--- config.mk ---
export PLATFORM = sky130hd
export DESIGN_NAME = urv_writeback_flat
export DESIGN_NICKNAME = d
export VERILOG_FILES = /design/src/rtl/urv_writeback_pkg.sv /design/src/rtl/urv_writeback_if.sv /design/src/rtl/urv_writeback_load_align.sv /design/src/rtl/urv_writeback.sv /design/src/flat_wrapper.sv
export SDC_FILE = /design/constraint.sdc
export NUM_CORES = 1
export LEC_CHECK = 0
export BUFFER_PORTS_ARGS = -buffer_cell sky130_fd_sc_hd__buf_2
export CORE_UTILIZATION = 30
export CTS_CLUSTER_DIAMETER = 120
export DETAILED_ROUTE_END_ITERATION = 8
export GPL_TIMING_DRIVEN = 0
export REMOVE_ABC_BUFFERS = 1
export SYNTH_ARGS = -nofsm -noshare
export SYNTH_HDL_FRONTEND = slang
export SYNTH_SLANG_ARGS = --single-unit
--- constraint.sdc ---
create_clock -name clk_i -period 2.1 [get_ports clk_i]
set_input_delay 0.105 -clock clk_i [delete_from_list [all_inputs] [get_ports clk_i]]
set_output_delay 0.105 -clock clk_i [all_outputs]
set_load 0.05 [all_outputs]
--- src/rtl/urv_writeback_pkg.sv ---
// Shared types for the uRV writeback stage: FSM state encoding, load funct3 codes,
// the captured-load context and the regfile store-enable rule.
package urv_writeback_pkg;

    typedef enum logic [0:0] {
        WB_IDLE      = 1'b0,
        WB_WAIT_LOAD = 1'b1
    } wb_state_t;

    localparam logic [2:0] LDST_B  = 3'b000;
    localparam logic [2:0] LDST_H  = 3'b001;
    localparam logic [2:0] LDST_L  = 3'b010;
    localparam logic [2:0] LDST_BU = 3'b100;
    localparam logic [2:0] LDST_HU = 3'b101;

    // Everything about a load that must survive until the data returns.
    typedef struct packed {
        logic [4:0] rd;
        logic       rd_write;
        logic [2:0] fun;
        logic [1:0] addr;
    } wb_load_ctx_t;

    // x0 is hardwired to zero, so a write to it never strobes the regfile.
    function automatic logic rd_store_en(input logic rd_write, input logic [4:0] rd);
        return rd_write && (rd != 5'd0);
    endfunction

endpackage

--- src/rtl/urv_writeback_if.sv ---
// Execute/data-memory/regfile signal bundle around the writeback stage.
// master = surrounding pipeline, slave = urv_writeback.
interface urv_writeback_if;
    import urv_writeback_pkg::*;

    // Handshake: x_valid_i is a one-cycle pulse per instruction and is only
    // honoured in IDLE; w_stall_o is the inverse of ready, so execute must hold
    // bubbles while it is high. dm_load_done_i qualifies dm_data_l_i for one cycle.
    logic        x_valid_i;
    logic [4:0]  x_rd_i;
    logic [31:0] x_rd_value_i;
    logic        x_rd_write_i;
    logic        x_load_i;
    logic [2:0]  x_fun_i;
    logic [1:0]  x_dm_addr_i;
    logic [31:0] dm_data_l_i;
    logic        dm_load_done_i;

    logic        w_stall_o;
    logic [4:0]  rf_rd_o;
    logic [31:0] rf_rd_value_o;
    logic        rf_rd_store_o;
    logic        rf_bypass_write_o;
    logic [31:0] rf_bypass_value_o;
    logic        w_load_fault_o;
    wb_state_t   wb_state;

    modport master (
        output x_valid_i, x_rd_i, x_rd_value_i, x_rd_write_i, x_load_i,
               x_fun_i, x_dm_addr_i, dm_data_l_i, dm_load_done_i,
        input  w_stall_o, rf_rd_o, rf_rd_value_o, rf_rd_store_o,
               rf_bypass_write_o, rf_bypass_value_o, w_load_fault_o, wb_state
    );

    modport slave (
        input  x_valid_i, x_rd_i, x_rd_value_i, x_rd_write_i, x_load_i,
               x_fun_i, x_dm_addr_i, dm_data_l_i, dm_load_done_i,
        output w_stall_o, rf_rd_o, rf_rd_value_o, rf_rd_store_o,
               rf_bypass_write_o, rf_bypass_value_o, w_load_fault_o, wb_state
    );

endinterface

--- src/rtl/urv_writeback_load_align.sv ---
// urv_load_align: picks the addressed byte/halfword out of a load word and
// sign- or zero-extends it according to funct3; unknown codes behave as LW.
module urv_load_align
    import urv_writeback_pkg::*;
(
    input  logic [2:0]  fun_i,
    input  logic [1:0]  addr_i,
    input  logic [31:0] data_i,
    output logic [31:0] value_o
);

    logic [7:0]  byte_sel;
    logic [15:0] half_sel;

    always_comb begin
        case (addr_i)
            2'd1:    byte_sel = data_i[15:8];
            2'd2:    byte_sel = data_i[23:16];
            2'd3:    byte_sel = data_i[31:24];
            default: byte_sel = data_i[7:0];
        endcase
    end

    assign half_sel = addr_i[1] ? data_i[31:16] : data_i[15:0];

    always_comb begin
        case (fun_i)
            LDST_B:  value_o = {{24{byte_sel[7]}}, byte_sel};
            LDST_H:  value_o = {{16{half_sel[15]}}, half_sel};
            LDST_BU: value_o = {24'd0, byte_sel};
            LDST_HU: value_o = {16'd0, half_sel};
            LDST_L:  value_o = data_i;
            default: value_o = data_i;
        endcase
    end

endmodule

--- src/rtl/urv_writeback.sv ---
// uRV writeback stage: registers ALU results, waits for load data, drives the regfile
// write port and W-stage bypass. Define URV_WB_LOAD_TIMEOUT_EN to abort hung loads.
module urv_writeback
    import urv_writeback_pkg::*;
#(
    parameter int unsigned g_load_timeout = 255
) (
    input logic            clk_i,
    input logic            rst_i,
    urv_writeback_if.slave wb
);

    if ((g_load_timeout == 0) || (g_load_timeout > 255)) begin : g_bad_timeout
        $error("urv_writeback: g_load_timeout must be within 1..255");
    end

    wb_state_t    state_q;
    wb_state_t    state_d;
    wb_load_ctx_t ctx_q;
    logic         capture;
    logic         timeout_hit;
    logic [31:0]  load_value;

    logic [4:0]   rd_q;
    logic [4:0]   rd_d;
    logic [31:0]  value_q;
    logic [31:0]  value_d;
    logic         store_q;
    logic         store_d;
    logic         stall;

    urv_load_align u_align (
        .fun_i   (ctx_q.fun),
        .addr_i  (ctx_q.addr),
        .data_i  (wb.dm_data_l_i),
        .value_o (load_value)
    );

    always_ff @(posedge clk_i or posedge rst_i) begin
        if (rst_i) begin
            state_q <= WB_IDLE;
        end else begin
            state_q <= state_d;
        end
    end

    always_comb begin
        state_d = state_q;
        case (state_q)
            WB_IDLE: begin
                if (wb.x_valid_i && wb.x_load_i) begin
                    state_d = WB_WAIT_LOAD;
                end
            end
            WB_WAIT_LOAD: begin
                if (wb.dm_load_done_i || timeout_hit) begin
                    state_d = WB_IDLE;
                end
            end
            default: state_d = WB_IDLE;
        endcase
    end

    // rd/value default to holding; only the strobe returns to zero every idle cycle.
    always_comb begin
        capture = 1'b0;
        stall   = 1'b0;
        rd_d    = rd_q;
        value_d = value_q;
        store_d = 1'b0;
        case (state_q)
            WB_IDLE: begin
                if (wb.x_valid_i) begin
                    if (wb.x_load_i) begin
                        capture = 1'b1;
                    end else begin
                        rd_d    = wb.x_rd_i;
                        value_d = wb.x_rd_value_i;
                        store_d = rd_store_en(wb.x_rd_write_i, wb.x_rd_i);
                    end
                end
            end
            WB_WAIT_LOAD: begin
                stall = !wb.dm_load_done_i;
                if (wb.dm_load_done_i) begin
                    rd_d    = ctx_q.rd;
                    value_d = load_value;
                    store_d = rd_store_en(ctx_q.rd_write, ctx_q.rd);
                end
            end
            default: begin
                stall = 1'b0;
            end
        endcase
    end

    always_ff @(posedge clk_i or posedge rst_i) begin
        if (rst_i) begin
            ctx_q <= '0;
        end else if (capture) begin
            ctx_q <= '{rd:       wb.x_rd_i,
                       rd_write: wb.x_rd_write_i,
                       fun:      wb.x_fun_i,
                       addr:     wb.x_dm_addr_i};
        end
    end

    always_ff @(posedge clk_i or posedge rst_i) begin
        if (rst_i) begin
            rd_q    <= '0;
            value_q <= '0;
            store_q <= 1'b0;
        end else begin
            rd_q    <= rd_d;
            value_q <= value_d;
            store_q <= store_d;
        end
    end

`ifdef URV_WB_LOAD_TIMEOUT_EN
    localparam logic [7:0] TIMEOUT_LAST = 8'(g_load_timeout - 1);

    logic [7:0] tmo_cnt_q;
    logic       fault_q;

    // Expiry loses to a same-cycle done, so a late-but-valid load still writes.
    assign timeout_hit = (state_q == WB_WAIT_LOAD) && !wb.dm_load_done_i
                         && (tmo_cnt_q == TIMEOUT_LAST);

    always_ff @(posedge clk_i or posedge rst_i) begin
        if (rst_i) begin
            tmo_cnt_q <= '0;
            fault_q   <= 1'b0;
        end else begin
            fault_q <= timeout_hit;
            if (state_q == WB_IDLE) begin
                tmo_cnt_q <= '0;
            end else if (!wb.dm_load_done_i) begin
                tmo_cnt_q <= tmo_cnt_q + 8'd1;
            end
        end
    end

    assign wb.w_load_fault_o = fault_q;
`else
    assign timeout_hit       = 1'b0;
    assign wb.w_load_fault_o = 1'b0;
`endif

    assign wb.w_stall_o         = stall;
    assign wb.rf_rd_o           = rd_q;
    assign wb.rf_rd_value_o     = value_q;
    assign wb.rf_rd_store_o     = store_q;
    assign wb.rf_bypass_write_o = store_q;
    assign wb.rf_bypass_value_o = value_q;
    assign wb.wb_state          = state_q;

endmodule

--- src/flat_wrapper.sv ---
// flat-port wrapper written by rule: the top's interface ports become plain ports
module urv_writeback_flat import urv_writeback_pkg::*;
#(
    parameter int unsigned g_load_timeout = 255
)
  (clk_i, rst_i, wb_x_valid_i, wb_x_rd_i, wb_x_rd_value_i, wb_x_rd_write_i, wb_x_load_i, wb_x_fun_i, wb_x_dm_addr_i, wb_dm_data_l_i, wb_dm_load_done_i, wb_w_stall_o, wb_rf_rd_o, wb_rf_rd_value_o, wb_rf_rd_store_o, wb_rf_bypass_write_o, wb_rf_bypass_value_o, wb_w_load_fault_o, wb_wb_state);
  urv_writeback_if wb_i ();
  input logic clk_i;
  input logic rst_i;
  input wire logic [$bits(wb_i.x_valid_i)-1:0] wb_x_valid_i;
  input wire logic [$bits(wb_i.x_rd_i)-1:0] wb_x_rd_i;
  input wire logic [$bits(wb_i.x_rd_value_i)-1:0] wb_x_rd_value_i;
  input wire logic [$bits(wb_i.x_rd_write_i)-1:0] wb_x_rd_write_i;
  input wire logic [$bits(wb_i.x_load_i)-1:0] wb_x_load_i;
  input wire logic [$bits(wb_i.x_fun_i)-1:0] wb_x_fun_i;
  input wire logic [$bits(wb_i.x_dm_addr_i)-1:0] wb_x_dm_addr_i;
  input wire logic [$bits(wb_i.dm_data_l_i)-1:0] wb_dm_data_l_i;
  input wire logic [$bits(wb_i.dm_load_done_i)-1:0] wb_dm_load_done_i;
  output wire logic [$bits(wb_i.w_stall_o)-1:0] wb_w_stall_o;
  output wire logic [$bits(wb_i.rf_rd_o)-1:0] wb_rf_rd_o;
  output wire logic [$bits(wb_i.rf_rd_value_o)-1:0] wb_rf_rd_value_o;
  output wire logic [$bits(wb_i.rf_rd_store_o)-1:0] wb_rf_rd_store_o;
  output wire logic [$bits(wb_i.rf_bypass_write_o)-1:0] wb_rf_bypass_write_o;
  output wire logic [$bits(wb_i.rf_bypass_value_o)-1:0] wb_rf_bypass_value_o;
  output wire logic [$bits(wb_i.w_load_fault_o)-1:0] wb_w_load_fault_o;
  output wire logic [$bits(wb_i.wb_state)-1:0] wb_wb_state;
  assign wb_i.x_valid_i = wb_x_valid_i;
  assign wb_i.x_rd_i = wb_x_rd_i;
  assign wb_i.x_rd_value_i = wb_x_rd_value_i;
  assign wb_i.x_rd_write_i = wb_x_rd_write_i;
  assign wb_i.x_load_i = wb_x_load_i;
  assign wb_i.x_fun_i = wb_x_fun_i;
  assign wb_i.x_dm_addr_i = wb_x_dm_addr_i;
  assign wb_i.dm_data_l_i = wb_dm_data_l_i;
  assign wb_i.dm_load_done_i = wb_dm_load_done_i;
  assign wb_w_stall_o = wb_i.w_stall_o;
  assign wb_rf_rd_o = wb_i.rf_rd_o;
  assign wb_rf_rd_value_o = wb_i.rf_rd_value_o;
  assign wb_rf_rd_store_o = wb_i.rf_rd_store_o;
  assign wb_rf_bypass_write_o = wb_i.rf_bypass_write_o;
  assign wb_rf_bypass_value_o = wb_i.rf_bypass_value_o;
  assign wb_w_load_fault_o = wb_i.w_load_fault_o;
  assign wb_wb_state = wb_i.wb_state;
  urv_writeback #(.g_load_timeout(g_load_timeout)) u_core (.clk_i(clk_i), .rst_i(rst_i), .wb(wb_i));
endmodule
==> impl_results.html <==
<table>
<tr><th>Metric</th><th>Value</th></tr>
<tr><th colspan="2">Yosys</th></tr>
<tr><td>Synthesized netlist cell count</td><td>312</td></tr>
<tr><td>Post-synthesis average cell area</td><td>9.78 sq um</td></tr>
<tr><td>Async set or reset register ratio after synthesis</td><td>1.00</td></tr>
<tr><td>Adder-cell share of the synthesized area</td><td>0</td></tr>
<tr><td>Register bit total from synthesis</td><td>50</td></tr>
<tr><td>Warnings, synthesis</td><td>0</td></tr>
<tr><td>Largest family of logic cells by synthesized area</td><td>compound AO/OA/AOI/OAI gates</td></tr>
<tr><td>Most instantiated library cell after synthesis</td><td>sky130_fd_sc_hd__dfrtp_1</td></tr>
<tr><td>Post-synthesis compound-gate area fraction</td><td>0.174</td></tr>
<tr><td>EDFF count, synth</td><td>0</td></tr>
<tr><td>Area share of the largest cell type after synthesis</td><td>0.410</td></tr>
<tr><td>Simple-gate share of the synthesized area</td><td>0.135</td></tr>
<tr><td>Post-synthesis xor/xnor area fraction</td><td>0</td></tr>
<tr><td>Post-synthesis sequential area ratio</td><td>0.410</td></tr>
<tr><td>Post-synthesis cell type with the largest combined area</td><td>sky130_fd_sc_hd__dfrtp_1</td></tr>
<tr><td>Most used standard cells in the synthesized netlist</td><td>sky130_fd_sc_hd__dfrtp_1, sky130_fd_sc_hd__buf_4, sky130_fd_sc_hd__o21ai_0, sky130_fd_sc_hd__mux2_2, sky130_fd_sc_hd__nor2_1</td></tr>
<tr><td>Mux cell area share after synthesis</td><td>0.148</td></tr>
<tr><td>Unique masters post-synth</td><td>44</td></tr>
<tr><td>Post-synth design cell area</td><td>3050 sq um</td></tr>
<tr><td>Synth top area cells</td><td>sky130_fd_sc_hd__dfrtp_1, sky130_fd_sc_hd__buf_4, sky130_fd_sc_hd__mux2_2</td></tr>
<tr><td>Top FF cell, synth</td><td>sky130_fd_sc_hd__dfrtp_1</td></tr>
<tr><th colspan="2">Floorplanning</th></tr>
<tr><td>Site row count</td><td>36</td></tr>
<tr><td>Initial core utilization</td><td>0.311</td></tr>
<tr><td>Area of the die</td><td>10600 sq um</td></tr>
<tr><td>I/O pin count</td><td>154</td></tr>
<tr><td>Height of the chip</td><td>103 microns</td></tr>
<tr><td>Core region area</td><td>9820 sq um</td></tr>
<tr><td>Die Width</td><td>103 microns</td></tr>
<tr><th colspan="2">Pwr</th></tr>
<tr><td>Power per Cell Area</td><td>1300 nW/um^2</td></tr>
<tr><td>Maximum resistive drop on vdd</td><td>0.000502 V</td></tr>
<tr><td>PnR Total Power</td><td>0.00505 W</td></tr>
<tr><td>Leak pwr</td><td>1.85 nW</td></tr>
<tr><th colspan="2">Setup path</th></tr>
<tr><td>Type of element capturing the critical path</td><td>flop</td></tr>
<tr><td>Critical path startpoint</td><td>u_core.ctx_q[1]$_DFFE_PP0P_</td></tr>
<tr><td>Startpoint of the worst-slack reg-to-reg timing path</td><td>u_core.ctx_q[1]$_DFFE_PP0P_</td></tr>
<tr><td>Startpoint type of the worst setup path</td><td>flop</td></tr>
<tr><td>Slack of the worst reg-to-reg path</td><td>130 ps</td></tr>
<tr><td>R2r endpoint</td><td>u_core.wb.rf_bypass_value_o[9]$_DFFE_PP0P_</td></tr>
<tr><td>Max Fanout on Critical Path</td><td>14</td></tr>
<tr><td>Worst endpoint required time</td><td>2300 ps</td></tr>
<tr><td>Worst Setup Path Type</td><td>flop to flop</td></tr>
<tr><td>R2r worst-path depth</td><td>4</td></tr>
<tr><td>Data arrival time of the worst path</td><td>2170 ps</td></tr>
<tr><th colspan="2">Final layout</th></tr>
<tr><td>Proportion of layout cells with a drive suffix above 1</td><td>0.505</td></tr>
<tr><td>Area added between synthesis and finish</td><td>27.5%</td></tr>
<tr><td>Antenna diode count</td><td>0</td></tr>
<tr><td>Final layout net count</td><td>505</td></tr>
<tr><th colspan="2">Hold path</th></tr>
<tr><td>Endpoint of the worst hold-timing path</td><td>u_core.wb.rf_bypass_value_o[10]$_DFFE_PP0P_</td></tr>
<tr><td>Count of cells along the worst hold path</td><td>2</td></tr>
<tr><td>Launch instance of the worst min-delay path</td><td>wb_x_rd_value_i[10]</td></tr>
<tr><td>Hold Crit Class</td><td>input port to flop</td></tr>
<tr><th colspan="2">Run status</th></tr>
<tr><td>Result of the run</td><td>complete, no violations</td></tr>
<tr><th colspan="2">STA</th></tr>
<tr><td>Worst-Margin Slew</td><td>862 ps</td></tr>
<tr><td>F_max</td><td>508 MHz</td></tr>
<tr><td>Fin. Hold Viols</td><td>0</td></tr>
<tr><td>Worst-case hold slack</td><td>24.5 ps</td></tr>
<tr><td>Setup Skew</td><td>8.28 ps</td></tr>
<tr><td>Final period util</td><td>0.937</td></tr>
<tr><td>RSZ-0062 raised after global routing</td><td>false</td></tr>
<tr><td>Final setup vio count</td><td>0</td></tr>
<tr><td>Final Max Tran Viols</td><td>0</td></tr>
<tr><td>Max transition margin</td><td>0.426</td></tr>
<tr><td>Minimum period implied by the final worst setup slack</td><td>1970 ps</td></tr>
<tr><th colspan="2">Clock network</th></tr>
<tr><td>TritonCTS buffer count</td><td>5</td></tr>
<tr><td>Number of levels in the clock H-tree</td><td>2</td></tr>
<tr><td>Total number of clock tree sinks</td><td>50</td></tr>
<tr><td>Clock slew seen by the registers of the worst setup and hold paths</td><td>100 ps</td></tr>
<tr><td>Number of buffers between clock root and the deepest sink</td><td>2</td></tr>
<tr><td>Latest clock arrival within the worst-skew pair</td><td>300 ps</td></tr>
<tr><td>TritonCTS clock tree</td><td>built</td></tr>
<tr><td>Cell chosen for the clock root</td><td>sky130_fd_sc_hd__clkbuf_8</td></tr>
<tr><th colspan="2">Route</th></tr>
<tr><td>Starting DRC count in detailed routing</td><td>69</td></tr>
<tr><td>Router iterations before antenna repair</td><td>4</td></tr>
<tr><td>Final wirelength</td><td>9.14 mm</td></tr>
<tr><td>Detail-routed via count per cell</td><td>4.82</td></tr>
<tr><td>Count of unresolved DRC violations after routing</td><td>0</td></tr>
<tr><td>Wire length per cell after detailed routing</td><td>16.3 microns</td></tr>
<tr><td>Vias</td><td>2695</td></tr>
<tr><td>Post-detailed-route count of antenna-violating nets</td><td>0</td></tr>
<tr><th colspan="2">Global routing</th></tr>
<tr><td>Final global-route overflow total</td><td>0</td></tr>
<tr><td>Pin count of the biggest net entering global routing</td><td>30</td></tr>
<tr><td>Initial antenna violation count</td><td>0</td></tr>
<tr><td>Tot GR Track Use</td><td>0.177</td></tr>
<tr><td>Number of global-route vias before repair</td><td>2564</td></tr>
<tr><td>Global-route wire length before repair</td><td>13.8 mm</td></tr>
<tr><th colspan="2">Run</th></tr>
<tr><td>Max-cap violations</td><td>0</td></tr>
<tr><th colspan="2">Placed design</th></tr>
<tr><td>Placer congestion estimate</td><td>0.760</td></tr>
<tr><td>Count of input and output buffers</td><td>152</td></tr>
<tr><td>Hpwl dp</td><td>6.81 mm</td></tr>
</table>
logic make-up (layout without fill, tap and decap cells):
| logic type | Yosys count | in the layout |
|---|---|---|
| flops | 50 | 50 |
| buf+inv | 66 | 180 |
| mux | 40 | 40 |
| simple gates | 77 | 77 |
| other cells | 1 | 1 |
| compound gates | 78 | 78 |
per-layer routing:
layer	global-route usage	vias to the layer above	routed length [microns]
met1	0.224	1282	3990
li1	-	1313	-
met4	0.0303	0	44
met2	0.313	96	4580
met3	0.0373	4	516
met5	0	-	0
cells in the final DEF, fill, tap and decap left out, drive strengths merged, types with 2 or more instances in the layout:
cell    Yosys  routed
o21ai      23      23
dfrtp      50      50
bufinv      0       2
or4         2       2
mux2i      15      15
o211ai      2       2
a21boi      4       4
o22ai      17      17
or3b        2       2
clkbuf      8       5
buf        46     159
a311oi      6       6
mux2       24      24
a31oi       6       6
nor2b       3       3
nor3b       4       4
nand2b      4       4
nand2      12      12
or2         5       5
a22oi       6       6
nor2       21      21
a21oi       3       3
a221oi      3       3
inv        12      12
a211o       3       3
nor3       14      14
nand3       6       6
and2        2       2
worst max-delay path, stage by stage, from the launching register on:
cell and delay (ps):
sky130_fd_sc_hd__dfrtp_2 610, sky130_fd_sc_hd__mux2_4 370, sky130_fd_sc_hd__a221oi_4 460, sky130_fd_sc_hd__a221oi_2 110
sky130_fd_sc_hd__a211o_1 310
power by group:
group	internal (W)	switching (W)	leakage, nW
clock	0.000478	0.000355	0.0683
combinational	0.000707	0.00200	1.20
sequential	0.00122	0.000291	0.583
sequential cells by signal (all words and copies together), names as in the netlist:
name and cells:
u_core.wb.rf_bypass_value_o 32, u_core.wb.rf_bypass_write_o 1, u_core.wb.rf_rd_o 5, u_core.ctx_q 11, u_core.wb.wb_state 1
through the flow:
step                TNS [ps]  setup WS [ps]  cells   util  area (sq um)
finish                     0            132    559  0.396          3890
global route               0           21.1    559  0.396          3890
CTS                        0           24.6    555  0.391          3830
detailed placement    -29360          -1120    544  0.371          3640
global placement      -29920          -1120    543  0.369          3620
floorplan              -6960           -389    258      -          2690
worst max-delay path by stage:
| stage | endpoint | slack (ps) | depth (start not counted) |
|---|---|---|---|
| 6_report | u_core.wb.rf_bypass_value_o[9]$_DFFE_PP0P_ | 130 | 4 |
| 5_1_grt | u_core.wb.rf_bypass_value_o[9]$_DFFE_PP0P_ | 20 | 4 |
| 4_1_cts | u_core.wb.rf_bypass_value_o[9]$_DFFE_PP0P_ | 20 | 4 |
| 3_5_place_dp | u_core.wb.rf_bypass_value_o[16]$_DFFE_PP0P_ | -1120 | 3 |
| 3_3_place_gp | u_core.wb.rf_bypass_value_o[16]$_DFFE_PP0P_ | -1120 | 3 |
| 2_1_floorplan | u_core.wb.rf_bypass_value_o[16]$_DFFE_PP0P_ | -390 | 3 |
layout make-up:
type,instances,area [sq um]
Fill cell,1048,5930
Multi-Input combinational cell,196,1450
Sequential cell,50,1260
Timing Repair Buffer,160,836
Tap cell,133,166
Clock buffer,5,68.8
Clock inverter,3,68.8
Inverter,12,45.0
repair_timing:
action                                  CTS  global route
endpoints found under the setup margin   49            14
gates resized for setup                  12             4
hold buffers                              1             0
setup buffers                             2             4
hold endpoints to repair                 21             0
pin swaps                                 1             0
(Power assumes the default switching activity.)
